$ cat config.mk
export PLATFORM = sky130hd
export DESIGN_NAME = sysref_gen
export DESIGN_NICKNAME = d
export VERILOG_FILES = /design/src/rtl/sysref_gen.sv
export SDC_FILE = /design/constraint.sdc
export NUM_CORES = 1
export LEC_CHECK = 0
export BUFFER_PORTS_ARGS = -buffer_cell sky130_fd_sc_hd__buf_2
export CAP_MARGIN = 20
export CORE_ASPECT_RATIO = 0.9
export CORE_MARGIN = 3
export CORE_UTILIZATION = 54
export CTS_CLUSTER_DIAMETER = 150
export DETAILED_ROUTE_END_ITERATION = 10
export PLACE_DENSITY_LB_ADDON = 0.2
export SETUP_SLACK_MARGIN = 0.15
export SLEW_MARGIN = 20
export SYNTH_ARGS = -nofsm -noshare
export SYNTH_HDL_FRONTEND = slang
export SYNTH_SLANG_ARGS = --single-unit
$ cat constraint.sdc
create_clock -name aclk -period 4.4 [get_ports aclk]
set_clock_uncertainty 0.2 [all_clocks]
set_input_delay 0.66 -clock aclk [delete_from_list [all_inputs] [get_ports aclk]]
set_output_delay 0.66 -clock aclk [all_outputs]
set_load 0.05 [all_outputs]
$ cat src/rtl/sysref_gen.sv
// Multi-channel SYSREF pulse generator: a shared base counter plus one phase-shifted
// counter per channel, run continuously or for a fixed number of periods.
module sysref_gen #(
    parameter int NCHAN       = 2,
    parameter int CNT_WIDTH   = 16,
    parameter int BURST_WIDTH = 8
) (
    input  logic                       aclk,
    input  logic                       reset_i,
    input  logic                       start_i,
    input  logic                       stop_i,
    input  logic [1:0]                 mode_i,
    input  logic [CNT_WIDTH-1:0]       period_i,
    input  logic [CNT_WIDTH-1:0]       high_i,
    input  logic [NCHAN*CNT_WIDTH-1:0] phase_i,
    input  logic [BURST_WIDTH-1:0]     burst_i,
    output logic [NCHAN-1:0]           sysref_o,
    output logic                       period_o,
    output logic                       busy_o,
    output logic                       done_o
);

    typedef enum logic {
        IDLE,
        RUN
    } state_t;

    localparam logic [1:0]             MODE_CONT  = 2'b01;
    localparam logic [1:0]             MODE_BURST = 2'b10;
    localparam logic [CNT_WIDTH-1:0]   CNT_ZERO   = '0;
    localparam logic [CNT_WIDTH-1:0]   CNT_ONE    = CNT_WIDTH'(1);
    localparam logic [BURST_WIDTH-1:0] BURST_ZERO = '0;
    localparam logic [BURST_WIDTH-1:0] BURST_ONE  = BURST_WIDTH'(1);

    state_t                 state_q, state_nxt;
    logic                   load, advance, finish;

    logic [CNT_WIDTH-1:0]   cfg_period, cfg_high;
    logic [BURST_WIDTH-1:0] cfg_beff;
    logic                   cfg_burst;

    logic [CNT_WIDTH-1:0]   base_cnt;
    logic [CNT_WIDTH-1:0]   ch_cnt [NCHAN];
    logic [BURST_WIDTH-1:0] burst_cnt;

    function automatic logic [CNT_WIDTH-1:0] wrap_inc(input logic [CNT_WIDTH-1:0] cnt,
                                                      input logic [CNT_WIDTH-1:0] lim);
        return (cnt == lim) ? CNT_ZERO : cnt + CNT_ONE;
    endfunction

    always_ff @(posedge aclk or posedge reset_i) begin
        if (reset_i) state_q <= IDLE;
        else         state_q <= state_nxt;
    end

    // NOTE: every signal written here gets a default first, otherwise the
    // unassigned paths would infer latches.
    always_comb begin
        state_nxt = state_q;
        load      = 1'b0;
        advance   = 1'b0;
        finish    = 1'b0;
        case (state_q)
            IDLE: begin
                if (start_i && (mode_i == MODE_CONT || mode_i == MODE_BURST)) begin
                    load      = 1'b1;
                    state_nxt = RUN;
                end
            end
            RUN: begin
                // Stop wins over burst completion, so done is suppressed.
                if (stop_i) begin
                    state_nxt = IDLE;
                end else if (cfg_burst && base_cnt == CNT_ZERO && burst_cnt == cfg_beff) begin
                    finish    = 1'b1;
                    state_nxt = IDLE;
                end else begin
                    advance = 1'b1;
                end
            end
            default: state_nxt = IDLE;
        endcase
    end

    // Outputs are registered from the counters, so they lag the RUN state by one
    // edge: busy and the first sysref value appear on the edge after start.
    // NOTE: sequential state uses non-blocking assignments only, so every flop
    // samples pre-edge values regardless of statement order.
    always_ff @(posedge aclk or posedge reset_i) begin
        if (reset_i) begin
            cfg_period <= CNT_ZERO;
            cfg_high   <= CNT_ZERO;
            cfg_beff   <= BURST_ZERO;
            cfg_burst  <= 1'b0;
            base_cnt   <= CNT_ZERO;
            burst_cnt  <= BURST_ZERO;
            // NOTE: the per-channel counters are plain flops, not a RAM, so they
            // can and must be cleared by the async reset like everything else.
            for (int c = 0; c < NCHAN; c++) ch_cnt[c] <= CNT_ZERO;
            sysref_o   <= '0;
            period_o   <= 1'b0;
            busy_o     <= 1'b0;
            done_o     <= 1'b0;
        end else begin
            sysref_o <= '0;
            period_o <= 1'b0;
            busy_o   <= 1'b0;
            done_o   <= finish;

            if (load) begin
                cfg_period <= period_i;
                cfg_high   <= high_i;
                cfg_burst  <= (mode_i == MODE_BURST);
                cfg_beff   <= (burst_i == BURST_ZERO) ? BURST_ONE : burst_i;
                base_cnt   <= CNT_ZERO;
                burst_cnt  <= BURST_ZERO;
                for (int c = 0; c < NCHAN; c++) begin
                    ch_cnt[c] <= (phase_i[c*CNT_WIDTH +: CNT_WIDTH] > period_i)
                                 ? period_i : phase_i[c*CNT_WIDTH +: CNT_WIDTH];
                end
            end

            if (advance) begin
                busy_o   <= 1'b1;
                period_o <= (base_cnt == CNT_ZERO);
                base_cnt <= wrap_inc(base_cnt, cfg_period);
                for (int c = 0; c < NCHAN; c++) begin
                    sysref_o[c] <= (ch_cnt[c] < cfg_high);
                    ch_cnt[c]   <= wrap_inc(ch_cnt[c], cfg_period);
                end
                // Counts completed periods; bounded by cfg_beff so it never wraps.
                if (cfg_burst && base_cnt == cfg_period) burst_cnt <= burst_cnt + BURST_ONE;
            end
        end
    end

endmodule

== Yosys cells after proc, flatten, opt, wreduce, memory -nomap -nowiden ==
Index checks and enable logic that the tools add are counted.

* Word-level logic and storage cells: 61
* Input port bits: 78
* Output and inout bits: 5
* Bits in registers: 103

* Muxes and demuxes: 25
* Add/sub/neg operators: 4
* Equality and inequality tests: 6
* Bitwise operators: 1
* Order comparisons: 4
* Reduce and logical (&&, ||, !) cells: 8

{| class="wikitable"
|+ Operators by type and width
! operator !! count
|-
| $mux 16 || 7
|-
| $mux 32 || 2
|-
| $add 16x1->16 const B || 3
|-
| $eq 16x16->1 || 3
|-
| $gt 16x16->1 || 2
|-
| $lt 16x16->1 || 2
|-
| $mux 8 || 4
|-
| $logic_not 16->1 || 1
|-
| $mux 1 || 10
|-
| $add 8x1->8 const B || 1
|-
| $eq 8x8->1 || 1
|-
| $logic_not 8->1 || 1
|-
| $logic_and 1x1->1 || 4
|-
| $eq 2x1->1 const B || 1
|-
| $eq 2x2->1 const B || 1
|-
| $mux 2 || 1
|-
| $pmux 1 s2 || 1
|-
| $reduce_bool 2->1 || 1
|-
| $logic_or 1x1->1 || 1
|-
| $not 1->1 || 1
|}

== Depth between registers and ports, before layout ==
* Depth in word-level cells: 8
* Gate-level depth with buffers: 10
* Gate-level depth less buffers: 9

== Least setup slack after synthesis ==
Ideal clock, no wire load.

* Path kind: input to register
* Start point: input period_i[14]
* End point: register ch_cnt[13] in the netlist's numbering
* Path slack: 1.541 ns
* Stages on the path: 6
* Data required time: 4.074 ns
* Setup time: 0.126 ns
* Arrival: 2.533 ns
* Buffers on the path: 0
* Cells stage by stage: inv_1 > ha_1 > nand4_1 > nor4_1 > nor2_1 > a221o_1

* Word-level cells in the longest chain between the ends: 4

{| class="wikitable"
|+ RTL lines
! what !! line !! source
|-
| start, declared || 13 || <nowiki>input logic [CNT_WIDTH-1:0] period_i,</nowiki>
|-
| $gt 16x16->1 || 118 || <nowiki>ch_cnt[c] <= (phase_i[c*CNT_WIDTH +: CNT_WIDTH] > period_i)</nowiki>
|-
| $mux 16 || 119 || <nowiki>? period_i : phase_i[c*CNT_WIDTH +: CNT_WIDTH];</nowiki>
|-
| $mux 32 || 110 || <nowiki>if (load) begin</nowiki>
|-
| $mux 32 || 123 || <nowiki>if (advance) begin</nowiki>
|-
| end signal, assigned by index || 118 ||
|-
| end signal, assigned by index || 129 || <nowiki>ch_cnt[c] <= wrap_inc(ch_cnt[c], cfg_period);</nowiki>
|-
| end, declared || 43 || <nowiki>logic [CNT_WIDTH-1:0] ch_cnt [NCHAN];</nowiki>
|}

No other way between the ends. The select of a mux whose other input is x is not followed.
A chain may end at the register's enable or synchronous reset.

== Worst setup path in the final report ==
* Start point: register base_cnt[1]
* End point: register base_cnt[8]

* Word-level cells in the longest chain between the ends: 7
* Elaborated cells on any way between the ends: 11
* Classes of those cells: add/sub: 1; eq/ne: 1; mux: 5; reduce/logical: 4

{| class="wikitable"
|+ RTL lines
! what !! line !! source
|-
| start, declared || 42 || <nowiki>logic [CNT_WIDTH-1:0] base_cnt;</nowiki>
|-
| start signal, assigned || 126 || <nowiki>base_cnt <= wrap_inc(base_cnt, cfg_period);</nowiki>
|-
| parallel branches: the longest is 7 deep, another holds $add 16x1->16 || -- ||
|}

Parallel ways; which one is timed is not known.

==> summary by stage <==
Pwr
Overall power consumption after layout is estimated at approximately 3800 uW. Per report_power, the clock group accounts for 21.9% of the total. The sequential share of power is 42.3%. The switching power of the nets is around 1500 uW. The total power density per cell area is 464.1 nW/um^2.

The cell-internal power is ~2300 uW. Combinational logic is responsible for ~36% of the overall power. IR analysis of the VDD net gives a maximum drop of 0.2460 mV.

The leakage power summed over all cells is approximately 0.0038 uW. In this run switching power makes up 39.88% of total power.

Worst setup path
The critical path arrival is 3300 ps. STA classifies the critical path endpoint as a flip-flop. The reg2reg setup slack is approximately 1200 ps. The critical path class is reg -> reg.

The startpoint type of the worst setup path is a flip-flop. The required arrival time at the worst endpoint is 4500 ps. The critical-path maximum fanout is 34.

Global routing
The met1 demand-to-capacity share in global routing is approximately 41%. The initial antenna violation count was 0. The met3 demand-to-capacity share in global routing is 6.307%. Entering global routing, the biggest net connects 69 pins. In this run the most used layer during global routing was met2. Summed over all layers, the global routing overflow is 0.

The combined global-route utilization of all metal layers is 28.12%. The met2 track demand over resource in global routing is 41.74%. The first global-routing pass estimated 33220 um of wire. The number of global-route vias before repair came to 6212.

Timing
The slew at the pin closest to its max-slew limit is 923.9 ps. The count of final setup violators is 0. Setup repair after global routing left no endpoint under its margin.

The final hold violation count is 0. Headroom to the max-slew limit came out at 38.27%. The count of final max-slew check failures is 0. The fraction of the cycle the final worst path needs is 72.63%. The worst path needs 3196 ps of the cycle, external delays included. Static timing analysis puts the maximum clock frequency at approximately 310 MHz. In the post-route analysis, the smallest setup slack over all paths is ~1200 ps. After routing, the total negative slack on setup checks comes to 0 ps.

Routing
In the routed design, unresolved DRC markers number 0. The post-detailed-route wirelength per cell is around 19 um. After detailed routing, the total wire length is 20700 um. In the routed layout, each cell is associated on average with a via count of roughly 6.2. The remaining antenna violation count after routing is 0.

The number of vias in the routed layout is 6686. The starting DRC count in detailed routing is roughly 600. The first detailed-routing pass took 5 iterations.

Logic synthesis
The number of different library cells in the post-synthesis netlist is between 50 and 60. Of the post-synthesis cell area, the dominant cell type holds 34.69%. The combined area of all synthesized cells is 7430 um^2. After synthesis the netlist holds a flip-flop and latch count of 103. The synthesized design spends more area on one cell type than any other, namely sky130_fd_sc_hd__dfrtp_1. The number of nets handed over by synthesis was a little under 1000. The post-synthesis cell count is 845.

The number of synthesized flops with an enable pin is 0. Each instance of the synthesized netlist takes up on average 8.792 um^2. The prevailing post-synth register cell is sky130_fd_sc_hd__dfrtp_1. Yosys attributes the largest share of cell area to sky130_fd_sc_hd__dfrtp_1 (35%), sky130_fd_sc_hd__ha_1 (11%), sky130_fd_sc_hd__xnor2_1 (7.5%). Sequential cells were found to cover 34.69% of the synthesized design area. The synthesis warning total is 0. In the synthesized netlist the async set-or-reset flop fraction comes to 100.0%.

Run status
The flow ran to the end, and the final reports show no timing, DRC or antenna violations.

Final layout
The number of diodes added for antenna fixing is 0. In the layout the commonest cells are sky130_fd_sc_hd__dfrtp_1 (103), sky130_fd_sc_hd__nand2_1 (96), sky130_fd_sc_hd__buf_2 (82). Measured on the finished design, the core utilization comes to 61.37%. The layout has 1205 filler cells. The fraction of layout cells with a size suffix above 1 is roughly 14%. The final layout net count is 1054. The post-synthesis to final-layout area growth is 10.79%. The most common cell after layout, fill and taps aside is sky130_fd_sc_hd__dfrtp_1.

Clocking
The number of clock buffers added by TritonCTS is 9. The later pin in the worst-skew pair is clocked with a latency of ~360 ps. The master cell of the clock root buffer is sky130_fd_sc_hd__clkbuf_16. The count of clock tree sinks is 103. The clock transition at the register clock pins on the worst setup and hold paths after CTS is ~70 ps. For this design, the CTS-stage hold fixing added 0 buffers. The CTS H-tree depth is 3. The number of buffers between clock root and the deepest sink is 2.

The count of cells resized by post-cts repair is 0. The number of buffers inserted to repair setup after CTS is 0. TritonCTS built the clock tree.

Job
Across the run, the number of max-cap violations was 0.

Die
The effective utilization at floorplan is ~55%. Measured along the y axis, the die boundary spans ~120 um. In this run the standard cell core region covers 13410 um^2. The die is 129.6 um wide. The floorplan has 40 rows. The overall die area is about 15000 um^2. For this design the top-level I/O count stands at 83.

Placement
Before CTS, the worst setup slack after placement is 1162 ps. The total half-perimeter wirelength after legalization and detailed placement is about 16000 um. The weighted congestion reported at the end of routability-driven placement is 0.9641.

The count of port buffers added during placement is 82.

Min path
The path class of the tightest hold or removal check is in -> async.
-- power groups by stage --
stage | Combinational [uW] | Sequential [uW] | Clock [uW]
after floorplan | 1100 | 1450 | 0
after global routing | 1550 | 1640 | 876
after detailed placement | 1360 | 1610 | 0
after CTS | 1370 | 1590 | 847
final | 1370 | 1610 | 839
after global placement | 1330 | 1610 | 0
-- per-layer routing --
| layer | part of all wire (%) | routed length, um |
|---|---|---|
| met2 | 43 | 8873 |
| met1 | 46 | 9554 |
| met5 | 0 | 0 |
| met4 | 2.2 | 447 |
| met3 | 8.8 | 1828 |
-- registers in the layout, indices dropped and copies added (netlist names) --
register,cells
cfg_period,16
period_o,1
done_o,1
cfg_burst,1
cfg_beff,8
sysref_o,2
busy_o,1
base_cnt,16
state_q,1
burst_cnt,8
cfg_high,16
ch_cnt,32
-- worst max-delay path: stages, from the launching register on --
cell and delay [ps]:
sky130_fd_sc_hd__dfrtp_1 450, sky130_fd_sc_hd__inv_1 100, sky130_fd_sc_hd__ha_1 130, sky130_fd_sc_hd__nor3b_1 170
sky130_fd_sc_hd__nand4_1 220, sky130_fd_sc_hd__or4_4 600, sky130_fd_sc_hd__a21oi_4 750, sky130_fd_sc_hd__inv_2 230
sky130_fd_sc_hd__o21ai_0 150, sky130_fd_sc_hd__a21o_1 130
-- final timing paths --
kind                             start              to  cells after the start
setup / recovery           base_cnt[1]     base_cnt[8]                      9
max in group asynchronous      reset_i      ch_cnt[24]                      3
min in group aclk            high_i[0]     cfg_high[0]                      3
hold reg to reg            cfg_beff[2]     cfg_beff[2]                      2
setup reg to reg           base_cnt[1]     base_cnt[8]                      9
hold / removal                 reset_i  cfg_period[10]                      2
-- synth_stat cells, types with 5 or more instances --
library cell                number
sky130_fd_sc_hd__a21o_1         34
sky130_fd_sc_hd__or4_1           5
sky130_fd_sc_hd__a21oi_1        33
sky130_fd_sc_hd__buf_2           5
sky130_fd_sc_hd__buf_1           7
sky130_fd_sc_hd__xnor2_1        64
sky130_fd_sc_hd__nor2_1         32
sky130_fd_sc_hd__ha_1           68
sky130_fd_sc_hd__clkbuf_1       21
sky130_fd_sc_hd__nand4_1        42
sky130_fd_sc_hd__nor4_1         19
sky130_fd_sc_hd__o211ai_1       30
sky130_fd_sc_hd__o21ai_1         9
sky130_fd_sc_hd__or3_1           8
sky130_fd_sc_hd__dfrtp_1       103
sky130_fd_sc_hd__nand3b_1        8
sky130_fd_sc_hd__nand2_1        96
sky130_fd_sc_hd__a22oi_1         7
sky130_fd_sc_hd__nor3b_1         5
sky130_fd_sc_hd__a221o_1         7
sky130_fd_sc_hd__o21ai_0        49
sky130_fd_sc_hd__buf_6           7
sky130_fd_sc_hd__a22o_1          7
sky130_fd_sc_hd__a2111oi_0       5
sky130_fd_sc_hd__nor3_1         14
sky130_fd_sc_hd__nand3_1        43
sky130_fd_sc_hd__nand2b_1        5
sky130_fd_sc_hd__and3_1         14
sky130_fd_sc_hd__inv_1          48
sky130_fd_sc_hd__xor2_1          9
-- cells by family (layout without fill, tap and decap cells) --
| family | after synthesis | count (layout) | share of synthesized area, % |
|---|---|---|---|
| flops | 103 | 103 | 34.69 |
| mux | 2 | 2 | 0.2695 |
| xor+xnor | 73 | 73 | 8.606 |
| compound gates | 202 | 202 | 18.09 |
| buf+inv | 91 | 159 | 5.490 |
| fa+ha+maj | 68 | 68 | 11.45 |
| simple gates | 306 | 306 | 21.40 |
-- per-stage QoR --
stage	std cells	area, um^2	hold WS [ps]
2_1_floorplan	845	7430	266.8
3_3_place_gp	1065	7926	282.4
3_5_place_dp	1065	7926	284.2
4_1_cts	1081	8232	185.2
5_1_grt	1081	8232	216.3
6_report	1081	8232	171.7
-- final cells by class --
type | instances | area (um^2) | area share, %
clock inverters | 7 | 80.08 | 0.9728
clock buffers | 9 | 225.2 | 2.736
flip-flops and latches | 103 | 2577 | 31.31
multi-input cells | 651 | 4452 | 54.08
well taps | 168 | 210.2 | 2.554
inverters | 49 | 186.4 | 2.265
repair buffers | 94 | 500.5 | 6.080
Power figures use the tool's default switching activity.
